File: src/rtl/seg_scan_ctrl.sv
// seg_scan_ctrl: time-multiplexed scan controller for a shared BCD-to-7-segment
// decoder. It holds a per-digit BCD register file, walks the digit positions
// with a blanking gap before each drive slot, and pulses frame_tick once per
// complete frame.
// Optional feature macro: LEADING_ZERO_BLANK_EN (suppresses leading zeros).
module seg_scan_ctrl #(
  parameter int DIGITS       = 4,
  parameter int PRESCALE     = 1000,
  parameter int BLANK_CYCLES = 2,
  parameter int IW           = $clog2(DIGITS)
) (
  input  logic              clk,
  input  logic              rst,
  input  logic              enable,
  input  logic              wr_en,
  input  logic [IW-1:0]     wr_idx,
  input  logic [3:0]        wr_data,
  output logic [3:0]        bcd_out,
  output logic [DIGITS-1:0] an,
  output logic              seg_blank,
  output logic              frame_tick
);

  localparam int CMAX = (PRESCALE > BLANK_CYCLES) ? PRESCALE : BLANK_CYCLES;
  localparam int CW   = $clog2(CMAX + 1);

  localparam logic [CW-1:0] P_LAST   = CW'(PRESCALE - 1);
  localparam logic [CW-1:0] B_LAST   = CW'(BLANK_CYCLES - 1);
  localparam logic [IW-1:0] LAST_IDX = IW'(DIGITS - 1);
  localparam logic [IW:0]   DIGITS_W = (IW + 1)'(DIGITS);

  typedef enum logic [1:0] {
    ST_IDLE,
    ST_BLANK,
    ST_DRIVE
  } state_t;

  state_t            state_q, state_d;
  logic [CW-1:0]     cnt_q, cnt_d;
  logic [IW-1:0]     scan_idx_q, scan_idx_d;
  logic [3:0]        digit_q [DIGITS];
  logic [3:0]        digit_d [DIGITS];
  logic [DIGITS-1:0] an_q, an_d;
  logic              seg_blank_q, seg_blank_d;
  logic              frame_tick_q, frame_tick_d;
  logic              suppress;

  // Register file next value: host write to an in-range index.
  always_comb begin
    for (int unsigned i = 0; i < DIGITS; i++) begin
      digit_d[i] = digit_q[i];
    end
    if (wr_en && ({1'b0, wr_idx} < DIGITS_W)) begin
      digit_d[wr_idx] = wr_data;
    end
  end

`ifdef LEADING_ZERO_BLANK_EN
  logic [DIGITS-1:0] zero_above;

  // zero_above[i]: digit i and every digit above it hold 0.
  always_comb begin
    logic all_zero;
    all_zero   = 1'b1;
    zero_above = '0;
    for (int unsigned k = 0; k < DIGITS; k++) begin
      all_zero = all_zero && (digit_d[DIGITS-1-k] == 4'd0);
      zero_above[DIGITS-1-k] = all_zero;
    end
  end

  // Suppress non-decimal codes and leading zeros; digit 0 always shows.
  always_comb begin
    suppress = (digit_d[scan_idx_d] > 4'd9) ||
               ((scan_idx_d != '0) && zero_above[scan_idx_d]);
  end
`else
  // Suppress non-decimal codes only.
  always_comb begin
    suppress = (digit_d[scan_idx_d] > 4'd9);
  end
`endif

  // Scan sequencing and registered output decode.
  // Outputs are decoded from the next state and post-write register values, so
  // an/seg_blank line up with the state and with the live digit contents.
  always_comb begin
    state_d      = state_q;
    cnt_d        = cnt_q;
    scan_idx_d   = scan_idx_q;
    frame_tick_d = 1'b0;
    if (!enable) begin
      state_d    = ST_IDLE;
      cnt_d      = '0;
      scan_idx_d = '0;
    end else begin
      case (state_q)
        ST_IDLE: begin
          state_d    = ST_BLANK;
          cnt_d      = '0;
          scan_idx_d = '0;
        end
        ST_BLANK: begin
          if (cnt_q == B_LAST) begin
            state_d = ST_DRIVE;
            cnt_d   = '0;
          end else begin
            cnt_d = cnt_q + 1'b1;
          end
        end
        ST_DRIVE: begin
          if (cnt_q == P_LAST) begin
            state_d      = ST_BLANK;
            cnt_d        = '0;
            scan_idx_d   = (scan_idx_q == LAST_IDX) ? '0 : scan_idx_q + 1'b1;
            frame_tick_d = (scan_idx_q == LAST_IDX);
          end else begin
            cnt_d = cnt_q + 1'b1;
          end
        end
        default: begin
          state_d    = ST_IDLE;
          cnt_d      = '0;
          scan_idx_d = '0;
        end
      endcase
    end

    an_d        = '0;
    seg_blank_d = 1'b1;
    if ((state_d == ST_DRIVE) && !suppress) begin
      an_d[scan_idx_d] = 1'b1;
      seg_blank_d      = 1'b0;
    end
  end

  // State, counters, register file and output flops with synchronous reset.
  always_ff @(posedge clk) begin
    if (rst) begin
      state_q      <= ST_IDLE;
      cnt_q        <= '0;
      scan_idx_q   <= '0;
      an_q         <= '0;
      seg_blank_q  <= 1'b1;
      frame_tick_q <= 1'b0;
      for (int unsigned i = 0; i < DIGITS; i++) begin
        digit_q[i] <= '0;
      end
    end else begin
      state_q      <= state_d;
      cnt_q        <= cnt_d;
      scan_idx_q   <= scan_idx_d;
      an_q         <= an_d;
      seg_blank_q  <= seg_blank_d;
      frame_tick_q <= frame_tick_d;
      for (int unsigned i = 0; i < DIGITS; i++) begin
        digit_q[i] <= digit_d[i];
      end
    end
  end

  assign bcd_out    = digit_q[scan_idx_q];
  assign an         = an_q;
  assign seg_blank  = seg_blank_q;
  assign frame_tick = frame_tick_q;

endmodule

File: config.mk
export PLATFORM = sky130hd
export DESIGN_NAME = seg_scan_ctrl
export DESIGN_NICKNAME = d
export VERILOG_FILES = /design/src/rtl/seg_scan_ctrl.sv
export SDC_FILE = /design/constraint.sdc
export NUM_CORES = 1
export LEC_CHECK = 0
export BUFFER_PORTS_ARGS = -buffer_cell sky130_fd_sc_hd__buf_2
export CAP_MARGIN = 20
export CORE_ASPECT_RATIO = 1.2
export CORE_MARGIN = 5
export CORE_UTILIZATION = 45
export CTS_BUF_LIST = sky130_fd_sc_hd__clkbuf_4
export DETAILED_ROUTE_END_ITERATION = 8
export GPL_ROUTABILITY_DRIVEN = 0
export PLACE_DENSITY = 0.73
export RECOVER_POWER = 50
export SLEW_MARGIN = 25
export SYNTH_ARGS = -nofsm -noshare
export SYNTH_HDL_FRONTEND = slang
export SYNTH_SLANG_ARGS = --single-unit
export TNS_END_PERCENT = 100
File: constraint.sdc
create_clock -name clk -period 3.6 [get_ports clk]
set_clock_uncertainty 0.15 [all_clocks]
set_input_delay 0.54 -clock clk [delete_from_list [all_inputs] [get_ports clk]]
set_output_delay 0.54 -clock clk [all_outputs]
set_load 0.02 [all_outputs]
**Word-level counts from Yosys, hierarchy flattened**

Memory sizes are Yosys's and may differ from the RTL's. A register that Yosys moved wholly into a read port is not among the register bits.
Cells that the tools add are included.

- Add/subtract/negate cells: 2
- Magnitude comparators: 6
- Equality and inequality tests: 6
- Muxes and demuxes: 29
- Bitwise logic cells: 10
- Reduce and logical (&&, ||, !) cells: 8

Operators by type and width:

| operator | number |
|---|---|
| 4-bit two-way mux | 7 |
| 10-bit two-way mux | 2 |
| 10-bit one-hot mux with 2 select lines | 1 |
| 16-bit bitwise mux | 1 |
| 16-bit two-way mux | 1 |
| 2-bit two-way mux | 7 |
| 10-bit by 1-bit adder with 10-bit output (second input constant) | 1 |
| 10-bit by 1-bit equality test with 1-bit output (second input constant) | 1 |
| 10-bit equality test (second input constant) | 1 |
| 4-bit binary-select mux with 2-bit select | 1 |
| 4-bit demux with 2-bit select | 1 |
| 2-bit equality test (second input constant) | 3 |
| 3-bit greater-or-equal comparator (second input constant) | 2 |
| 2-bit NOT with 3-bit output | 2 |
| 2-bit one-hot mux with 3 select lines | 1 |
| 1-bit two-way mux | 5 |
| 4-bit greater-than comparator (second input constant) | 1 |
| 1-bit NOT | 4 |
| 1-bit OR | 4 |
| 2-bit one-hot mux with 2 select lines | 1 |
| 2-bit OR reduction | 2 |
| 4-bit OR reduction | 1 |
| 1-bit logical AND | 3 |
| 2-bit by 3-bit < comparator with 1-bit output (second input constant) | 1 |
| 7 further kinds | 7 |

- Register bits after elaboration: 20
- Memory bits (writable): 16
- Memories: 1

Memories:

| name | words | width | rd ports | clocked after Yosys merged registers in | wr ports | RTL line | RTL |
|---|---|---|---|---|---|---|---|
| digit_q | 4 | 4 | 5 | 1 | 4 | 41 | `logic [3:0] digit_q [DIGITS];` |

**Logic depth before layout (Yosys ltp)**

Gate-level depths: netlist (run 1).

- Depth after elaboration: 15
- Gate-level depth with buffers: 8
- Gate-level depth less buffers: 8

**Worst setup path before layout (run 1)**

Ideal clock, no wire load.

- Path kind: reg-to-reg
- From: register cnt_q[0]
- To: register seg_blank_q (netlist: seg_blank)
- Setup time: 0.128 ns
- Arrival time: 2.238 ns
- Data required time: 3.322 ns
- Setup slack: 1.084 ns
- Cell stages (with the launch flop): 8
- Buffers on the path: 0
- Period minus slack after synthesis: 2.516 ns
- Path through: dfxtp_1 -> ha_1 -> and4bb_1 -> and3_4 -> a221oi_4 -> mux2_2 -> a221oi_1 -> o21ai_0

- Word-level cells in the longest chain between the ends: 12

RTL lines:

| element | RTL line | RTL |
|---|---|---|
| start, declared | 39 | `logic [CW-1:0] cnt_q, cnt_d;` |
| start signal, assigned | 151 | `cnt_q <= cnt_d;` |
| 10-bit equality test | 112 | `if (cnt_q == P_LAST) begin` |
| 2-bit two-way mux | 112 |  |
| 2-bit one-hot mux with 2 select lines | 97 | `case (state_q)` |
| 2-bit two-way mux | 92 | `if (!enable) begin` |
| 2-bit NOT with 3-bit output (not written as such) | 80 | `suppress = (digit_d[scan_idx_d] > 4'd9);` |
| 4-bit binary-select mux with 2-bit select | 80 |  |
| 4-bit two-way mux (not written as such) (2 in a row) | 80 |  |
| 4-bit greater-than comparator | 80 |  |
| 1-bit zero test | 131 | `if ((state_d == ST_DRIVE) && !suppress) begin` |
| 1-bit logical AND (*) | 131 |  |
| 1-bit two-way mux (*) | 131 |  |
| end signal, assigned | 154 | `seg_blank_q <= seg_blank_d;` |
| end, declared | 44 | `logic seg_blank_q, seg_blank_d;` |

Every way passes the cells marked *; elsewhere a longest branch is shown, timed or not. The select of a mux whose other input is x is not followed.
A chain may end at the register's enable or synchronous reset.

**Worst setup path in the final report (run 1)**

Ends and elaborated chain as after synthesis.

==> flow_metrics.py, run 1 <==
metrics = {
    "synth": {
        "dominantRegCellSynth": "dfxtp_1",
        "synth_cell_types": 45,
        "synth_compound_area_share_pct": 13.50,
        "ys_ff_latch": 36,
        "synth_top_family_by_area": "simple AND/OR/NAND/NOR gates",
        "synth_cells": 186,
        "synthMuxAreaShare_pct": 16.35,
        "yosys_warnings": 0,
        "synth_nets": 203,
        "synth_fa_ha_area_share_pct": 4.749,
        "synth-simple-area-share_pct": 19.61,
        "synth.avg_cell_area_sq_um": 9.915,
        "synth_edf_count": 0,
        "async_flop_share_pct": 0,
        "synth-xor-area-share_pct": 3.799,
        "syn_area_sq_um": 1844,
        "yosysSeqAreaShare_pct": 39.08,
    },
    "drt": {
        "met1_length_microns": 1586,
        "drtPass1Iterations": 4,
        "detail-route-antenna-nets": 0,
        "wl_met3_microns": 136,
        "route.detailed.drc": 0,
        "wl_microns": 3598,
        "via_count": 1415,
        "top_layer": "met4",
        "viasPerCell": 5.401,
        "drtIter0Drc": 126,
        "detail_route.wl_per_cell_microns": 13.73,
        "routed-wl-met2_microns": 1829,
    },
    "placement": {
        "dp_cells": 255,
        "hpwl_microns": 2669,
        "pre_cts_ws_ns": 0.8605,
        "numPortBuffers": 19,
    },
    "layout": {
        "fin_nets": 225,
        "drive_above_1_share_pct": 14.42,
        "instances_no_fill": 262,
        "diodes": 0,
        "final_common_cell": "dfxtp_1",
        "syn_to_final_growth_pct": 8.345,
        "final_cell_mix": "dfxtp_1, nor2_1, mux2i_1, buf_2, clkbuf_1",
    },
    "die": {
        "start_util_pct": 46.79,
        "ioPinCount": 20,
        "fp.dieH_microns": 80.13,
        "die-area_sq_um": 5484,
        "fp-row-count": 25,
        "coreArea_sq_um": 3941,
        "die_width_microns": 68.44,
    },
    "grt": {
        "grt_first_pass_wirelength_microns": 6223,
        "track_usage_pct": 15.01,
        "antenna_found_initial": 0,
        "grt_max_degree": 21,
        "grt_pass1_vias": 1416,
        "overflow": 0,
    },
    "sta": {
        "whs_ns": 0.3111,
        "layout_setup_ws_ns": 0.8520,
        "setup_viol": 0,
        "worst-slew-pin-transition_ns": 1.017,
        "fin_setup_tns_ns": 0,
        "post-route-period-util_pct": 76.33,
        "hold_violations": 0,
        "finalMaxSlewViolations": 0,
        "timing.fmax_mhz": 363.9,
        "slew_headroom_pct": 32.08,
        "rsz0062_at_grt": "false",
        "finalCriticalPeriod_ns": 2.748,
    },
    "power_and_ir_drop": {
        "power_density_nw_per_um2": 334.3,
        "ir_drop_mv": 0.2113,
        "p_leak_nw": 0.8175,
    },
    "clock_network": {
        "ctsLongestPathBuffers": 2,
        "cts_setup_buffers": 0,
        "cts.clk_slew.worst_paths_ns": 0.11,
        "h-tree-depth": 2,
        "clock_latency_ns": 0.34,
        "cts-hold-fix-buffers": 0,
        "cts_tree": "done",
        "ctsRootBufferMaster": "clkbuf_4",
        "cts_sinks": 36,
        "cts_inserted_buffers": 5,
        "cts_resized": 0,
    },
    "critical_path": {
        "crit_chain": "ha_1, and4bb_1, and3_4, a221oi_4, mux2_2, a221oi_1, o21ai_0",
        "cp_slowest_cell": "a221oi_4",
        "critical-path-max-stage-delay_ns": 0.47,
        "crit_arrival_ns": 2.82,
        "cp.required_ns": 3.67,
        "crit_path_end_kind": "flop",
        "crit_fanout": 9,
        "worst-setup-path-type": "reg -> reg",
        "startpoint_type": "flop",
    },
    "hold_path": {
        "hp-class": "in -> reg",
    },
    "outcome": {
        "status": "complete, no violations",
    },
    "job": {
        "cap_viol_max_count": 0,
    },
}
-- Yosys cell counts, types with 3 or more instances --
library cell  count  area [sq um]
a21oi_1           4         20.02
and3_1            4         25.02
dfxtp_1          36         720.7
ha_1              7         87.58
inv_1             7         26.28
mux2i_1          20         200.2
mux4_2            4         90.09
nand2_1           6         22.52
nand3_1           6         30.03
nor2_1           33         123.9
nor3_1            7         35.03
o21ai_0           4         20.02
xnor2_1           3         26.28
xor2_1            5         43.79
-- final timing paths --
kind	startpoint	end	slack (ns)	cells after the start
worst min-delay path	enable	an[1]	0.31	3
worst max register to register	cnt_q[0]	seg_blank	0.85	7
worst max-delay path	cnt_q[0]	seg_blank	0.85	7
worst min register to register	cnt_q[0]	cnt_q[0]	0.33	1
-- routing by layer --
metal  vias up  GRT usage [%]
li1        721              -
met4         0          4.573
met5         -              0
met1       668          16.94
met2        20          25.98
met3         6          5.035
-- registers in the layout, summed over array words and instances, names as in the netlist --
signal      flops
seg_blank       1
state_q         2
cnt_q          10
an              4
digit_q        16
scan_idx_q      2
frame_tick      1
-- cells by family after synthesis --
family                     after synthesis
and+or+nand+nor                         71
DFF                                     36
AOI/OAI and AO/OA                       27
muxes                                   25
buffers and inverters                   12
xor gates and xnor gates                 8
adders and majority gates                7
-- power breakdown --
part	switching [W]	internal, W	total (W)
combinational	0.0000345	0.0000238	0.0000583
sequential	0.00000477	0.000405	0.000410
clock	0.000132	0.0000682	0.000200
-- cell type report --
cell class,instances,area [sq um]
clock buffer,5,37.54
clock inverter,2,7.507
fill,392,1943
inverter,7,26.28
multi-input combinational,138,1046
sequential,36,720.7
tap,54,67.56
timing repair buffer,20,92.59
-- critical path, delay by kind of cell, from the launching register on --
family | cells | cell delay, ns
AOI/OAI and AO/OA | 3 | 0.96
and+or+nand+nor | 2 | 0.48
muxes | 1 | 0.42
DFF | 1 | 0.35
adders and majority gates | 1 | 0.28
-- metrics by stage --
step	util (%)	power, W	cell area [sq um]
3_5_place_dp	50.41	0.0004783	1987
3_3_place_gp	50.41	0.0004779	1987
6_report	50.70	0.0006681	1998
4_1_cts	51.56	0.0006763	2032
5_1_grt	50.70	0.0007048	1998
2_1_floorplan	-	0.0004585	1844
(Power assumes the default switching activity.)
==> run 2: changes to the inputs <==
==> constraint.sdc (replaced) <==
create_clock -name clk -period 2.8 [get_ports clk]
set_clock_uncertainty 0.15 [all_clocks]
set_input_delay 0.42 -clock clk [delete_from_list [all_inputs] [get_ports clk]]
set_output_delay 0.42 -clock clk [all_outputs]
set_load 0.02 [all_outputs]
==> run 2 against run 1 <==
Effect of this change: total power up 45%; global-route usage up 0.58 points; largest power group unchanged; hold slack got worse by 0.10 ns; sequential power is 29% higher.
==> flow_metrics.py, run 2 (synthesis gave the netlist of run 1 again) <==
metrics = {
    "sta": {
        "slew_headroom_pct": 34.64,
        "fin_setup_tns_ns": 0,
        "worst-slew-pin-transition_ns": 0.9783,
        "hold_violations": 0,
        "post-route-period-util_pct": 90.60,
        "finalCriticalPeriod_ns": 2.537,
        "rsz0062_at_grt": "false",
        "setup_viol": 0,
        "timing.fmax_mhz": 394.2,
        "finalMaxSlewViolations": 0,
    },
    "drt": {
        "drtIter0Drc": 86,
        "viasPerCell": 5.321,
        "detail_route.wl_per_cell_microns": 14.13,
        "wl_microns": 3787,
        "drtPass1Iterations": 4,
        "detail-route-antenna-nets": 0,
        "route.detailed.drc": 0,
        "via_count": 1426,
    },
    "critical_path": {
        "crit_chain": "ha_1, and4bb_1, and3_1, a221oi_4, mux2_2, a221oi_1, o21ai_0",
        "path_depth": 7,
        "r2r_cells": 7,
        "worst-setup-path-type": "reg -> reg",
        "ff2ff_setup_slack_ns": 0.26,
        "cp_slowest_cell": "mux2_2",
        "reg2reg_from": "cnt_q[0]",
        "cp.required_ns": 2.88,
        "critical-path-max-stage-delay_ns": 0.39,
        "path_buf_inv": 0,
        "crit_path_end_kind": "flop",
        "crit_arrival_ns": 2.62,
        "crit_fanout": 6,
        "startpoint_type": "flop",
        "critPathTopFamily": "compound AO/OA/AOI/OAI gates",
        "startpoint": "cnt_q[0]",
    },
    "grt": {
        "overflow": 0,
        "grt_first_pass_wirelength_microns": 6527,
        "grt_max_degree": 21,
        "antenna_found_initial": 0,
        "grt_pass1_vias": 1494,
        "track_usage_pct": 15.59,
    },
    "layout": {
        "final_cell_mix": "dfxtp_1, nor2_1, mux2i_1, buf_2, clkbuf_1",
        "largest_reg_flops": 16,
        "drive_above_1_share_pct": 16.82,
        "fin_nets": 230,
        "diodes": 0,
        "largest-register": "digit_q",
        "final_util_pct": 52.70,
        "syn_to_final_growth_pct": 12.62,
        "final.fill_count": 397,
        "final_common_cell": "dfxtp_1",
    },
    "die": {
        "die-area_sq_um": 5484,
        "start_util_pct": 46.79,
        "fp-row-count": 25,
        "die_width_microns": 68.44,
        "coreArea_sq_um": 3941,
        "fp.dieH_microns": 80.13,
        "ioPinCount": 20,
    },
    "power_and_ir_drop": {
        "ir_drop_mv": 0.3011,
        "p_leak_nw": 0.8555,
        "power_density_nw_per_um2": 467.9,
    },
    "clock_network": {
        "cts.clk_slew.worst_paths_ns": 0.11,
        "ctsRootBufferMaster": "clkbuf_4",
        "h-tree-depth": 2,
        "cts_tree": "done",
        "cts_setup_buffers": 0,
        "clock_latency_ns": 0.34,
        "cts_inserted_buffers": 5,
        "ctsLongestPathBuffers": 2,
        "cts_resized": 0,
        "cts-hold-fix-buffers": 0,
        "cts_sinks": 36,
    },
    "hold_path": {
        "min_from": "wr_data[0]",
        "min_path_cells": 3,
        "hp-class": "in -> reg",
    },
    "placement": {
        "hpwl_microns": 2887,
        "numPortBuffers": 19,
    },
    "job": {
        "cap_viol_max_count": 0,
    },
    "outcome": {
        "status": "complete, no violations",
    },
}
-- run 2: report_power, final --
part | total (W) | internal [W] | leakage, nW | switching [W]
Combinational | 0.0000776 | 0.0000313 | 0.519 | 0.0000463
Clock | 0.000368 | 0.000197 | 0.0456 | 0.000171
Sequential | 0.000527 | 0.000521 | 0.291 | 0.00000604
-- run 2: stage by stage --
step,setup slack [ns],cells,power [W],instance area [sq um],hold WS (ns)
2_1_floorplan,0.2835,186,0.0005896,1844,0.2911
3_3_place_gp,0.3841,260,0.0006170,2024,0.3091
3_5_place_dp,0.2972,260,0.0006178,2024,0.3283
4_1_cts,0.2987,268,0.0009879,2105,0.1977
5_1_grt,0.09295,268,0.001014,2077,0.2340
6_report,0.2632,268,0.0009719,2077,0.2090
-- run 2: path summary, 6_finish.rpt --
path,to
max,seg_blank
min,digit_q[3][0]
max reg2reg,seg_blank
min reg2reg,cnt_q[0]
-- run 2: final cells by class --
class	count	area (sq um)	area share [%]
flip-flops and latches	36	720.7	34.70
clock buffers	6	45.04	2.169
well taps	54	67.56	3.253
clock inverters	2	35.03	1.687
repair buffers	25	122.6	5.904
multi-input cells	138	1060	51.02
inverters	7	26.28	1.265
-- run 2: layer usage --
| layer | routed length, microns | GRT usage (%) |
|---|---|---|
| met4 | 52 | 4.573 |
| met5 | 0 | 0 |
| met1 | 1632 | 17.41 |
| met3 | 148 | 4.196 |
| met2 | 1954 | 27.98 |
-- run 2: worst min-delay path, cell delays in order --
cell	delay, ns
buf_2	0.11
mux2i_1	0.07
nor2_1	0.07
==> run 3: changes to the inputs <==
--- a/config.mk
+++ b/config.mk
@@ -13,7 +13,7 @@
 export CTS_BUF_LIST = sky130_fd_sc_hd__clkbuf_4
 export DETAILED_ROUTE_END_ITERATION = 8
 export GPL_ROUTABILITY_DRIVEN = 0
-export PLACE_DENSITY = 0.73
+export PLACE_DENSITY = 0.69
 export RECOVER_POWER = 50
 export SLEW_MARGIN = 25
 export SYNTH_ARGS = -nofsm -noshare
==> run 3 against run 2 <==
Effect of this change: utilization down 0.79 points; sequential share of layout area is 0.53 points higher; non-clock buffer count increased by 1; flip-flop and latch count unchanged; die area did not move; register-to-register slack about the same; clock-buffer cell count down 1; cell area decreased by 1.5%; fmax hardly changed; critical path depth unchanged; global-route usage up 0.26 points; cell count stayed put; largest cell class unchanged; largest power group unchanged.
==> flow_metrics.py, run 3 (synthesis gave the netlist of run 1 again) <==
metrics = {
    "drt": {
        "route.detailed.drc": 0,
        "drtPass1Iterations": 4,
        "via_count": 1456,
        "detail_route.wl_per_cell_microns": 14.20,
        "drtIter0Drc": 82,
        "wl_microns": 3805,
        "detail-route-antenna-nets": 0,
        "viasPerCell": 5.433,
    },
    "critical_path": {
        "critical-path-max-stage-delay_ns": 0.39,
        "worst-setup-path-type": "reg -> reg",
        "crit_fanout": 6,
        "cp_slowest_cell": "mux2_2",
        "reg2reg_from": "cnt_q[0]",
        "critPathTopFamily": "compound AO/OA/AOI/OAI gates",
        "startpoint": "cnt_q[0]",
        "cp.required_ns": 2.88,
        "crit_chain": "ha_1, and4bb_1, and3_1, a221oi_4, mux2_2, a221oi_1, o21ai_0",
        "crit_path_end_kind": "flop",
        "crit_arrival_ns": 2.61,
        "path_buf_inv": 0,
        "startpoint_type": "flop",
    },
    "clock_network": {
        "h-tree-depth": 2,
        "cts_inserted_buffers": 5,
        "cts_tree": "done",
        "clock_latency_ns": 0.34,
        "cts_setup_buffers": 0,
        "ctsLongestPathBuffers": 2,
        "cts_resized": 0,
        "cts-hold-fix-buffers": 0,
        "cts.clk_slew.worst_paths_ns": 0.10,
        "cts_sinks": 36,
        "ctsRootBufferMaster": "clkbuf_4",
    },
    "power_and_ir_drop": {
        "intPower_w": 0.0006396,
        "ir_drop_mv": 0.2433,
        "p_leak_nw": 0.8372,
        "power_frac_comb_pct": 9.2,
        "switchingPower_w": 0.0002188,
        "p_sw_share_pct": 25.49,
        "power_density_nw_per_um2": 419.6,
        "seq_power_share_pct": 61.4,
        "clock_power_share_pct": 29.5,
    },
    "grt": {
        "overflow": 0,
        "grt_first_pass_wirelength_microns": 6520,
        "grt_pass1_vias": 1396,
        "track_usage_pct": 15.85,
        "antenna_found_initial": 0,
        "grt_max_degree": 21,
    },
    "layout": {
        "fin_nets": 231,
        "instances_no_fill": 268,
        "final_cell_mix": "dfxtp_1, nor2_1, mux2i_1, buf_2, clkbuf_1",
        "largest_reg_flops": 16,
        "largest-register": "digit_q",
        "diodes": 0,
        "final_common_cell": "dfxtp_1",
        "drive_above_1_share_pct": 15.42,
        "final_util_pct": 51.90,
        "syn_to_final_growth_pct": 10.92,
        "final.fill_count": 398,
    },
    "die": {
        "die_width_microns": 68.44,
        "coreArea_sq_um": 3941,
        "fp.dieH_microns": 80.13,
        "die-area_sq_um": 5484,
        "start_util_pct": 46.79,
        "ioPinCount": 20,
        "fp-row-count": 25,
    },
    "placement": {
        "hpwl_microns": 2901,
        "dp_cells": 261,
        "pre_cts_ws_ns": 0.3218,
        "numPortBuffers": 19,
    },
    "hold_path": {
        "min_from": "wr_data[0]",
        "hp-class": "in -> reg",
    },
    "sta": {
        "hold_violations": 0,
        "rsz0062_at_grt": "false",
        "fin_setup_tns_ns": 0,
        "slew_headroom_pct": 57.33,
        "worst-slew-pin-transition_ns": 0.6387,
        "setup_viol": 0,
        "finalCriticalPeriod_ns": 2.535,
        "timing.fmax_mhz": 394.5,
        "layout_setup_ws_ns": 0.2651,
        "post-route-period-util_pct": 90.53,
        "finalMaxSlewViolations": 0,
    },
    "job": {
        "cap_viol_max_count": 0,
    },
    "outcome": {
        "status": "complete, no violations",
    },
}
[run 3: per-stage QoR]
stage / hold WS [ns] / area (sq um) / total power [W]
floorplan: 0.2911 / 1844 / 0.0005896
global placement: 0.3091 / 2032 / 0.0006185
detailed placement: 0.3282 / 2032 / 0.0006200
CTS: 0.2069 / 2077 / 0.0008731
global route: 0.2234 / 2046 / 0.0008969
finish: 0.2151 / 2046 / 0.0008583
[run 3: routing by layer]
layer | GRT usage (%) | part of all wire [%]
met5 | 0 | 0
met3 | 3.776 | 3.5
met2 | 25.98 | 51
met4 | 7.157 | 2.0
met1 | 19.16 | 44
[run 3: worst reg2reg max path: cells and delay by family, from the launching register on]
kind,cells,cell delay [ns]
DFF,1,0.36
muxes,1,0.39
and+or+nand+nor,2,0.50
adders and majority gates,1,0.28
AOI/OAI and AO/OA,3,0.75
[run 3: cell type report]
type / count / area [sq um] / share of cell area, %
inverters: 7 / 26.28 / 1.284
multi-input cells: 138 / 1060 / 51.80
clock inverters: 2 / 7.507 / 0.3670
flip-flops and latches: 36 / 720.7 / 35.23
well taps: 54 / 67.56 / 3.303
repair buffers: 26 / 126.4 / 6.177
clock buffers: 5 / 37.54 / 1.835
[run 3: worst paths after layout]
path / end / slack (ns) / depth (start not counted)
setup / recovery: seg_blank / 0.27 / 7
hold / removal: digit_q[3][0] / 0.22 / 3
setup reg to reg: seg_blank / 0.27 / 7
hold reg to reg: cnt_q[0] / 0.35 / 1
[run 3: power groups by stage]
stage / logic (W) / clock network (W) / registers, W
finish: 0.0000787 / 0.000253 / 0.000527
global route: 0.0000872 / 0.000282 / 0.000528
CTS: 0.0000814 / 0.000265 / 0.000527
detailed placement: 0.0000812 / 0 / 0.000539
global placement: 0.0000804 / 0 / 0.000538
floorplan: 0.0000530 / 0 / 0.000537
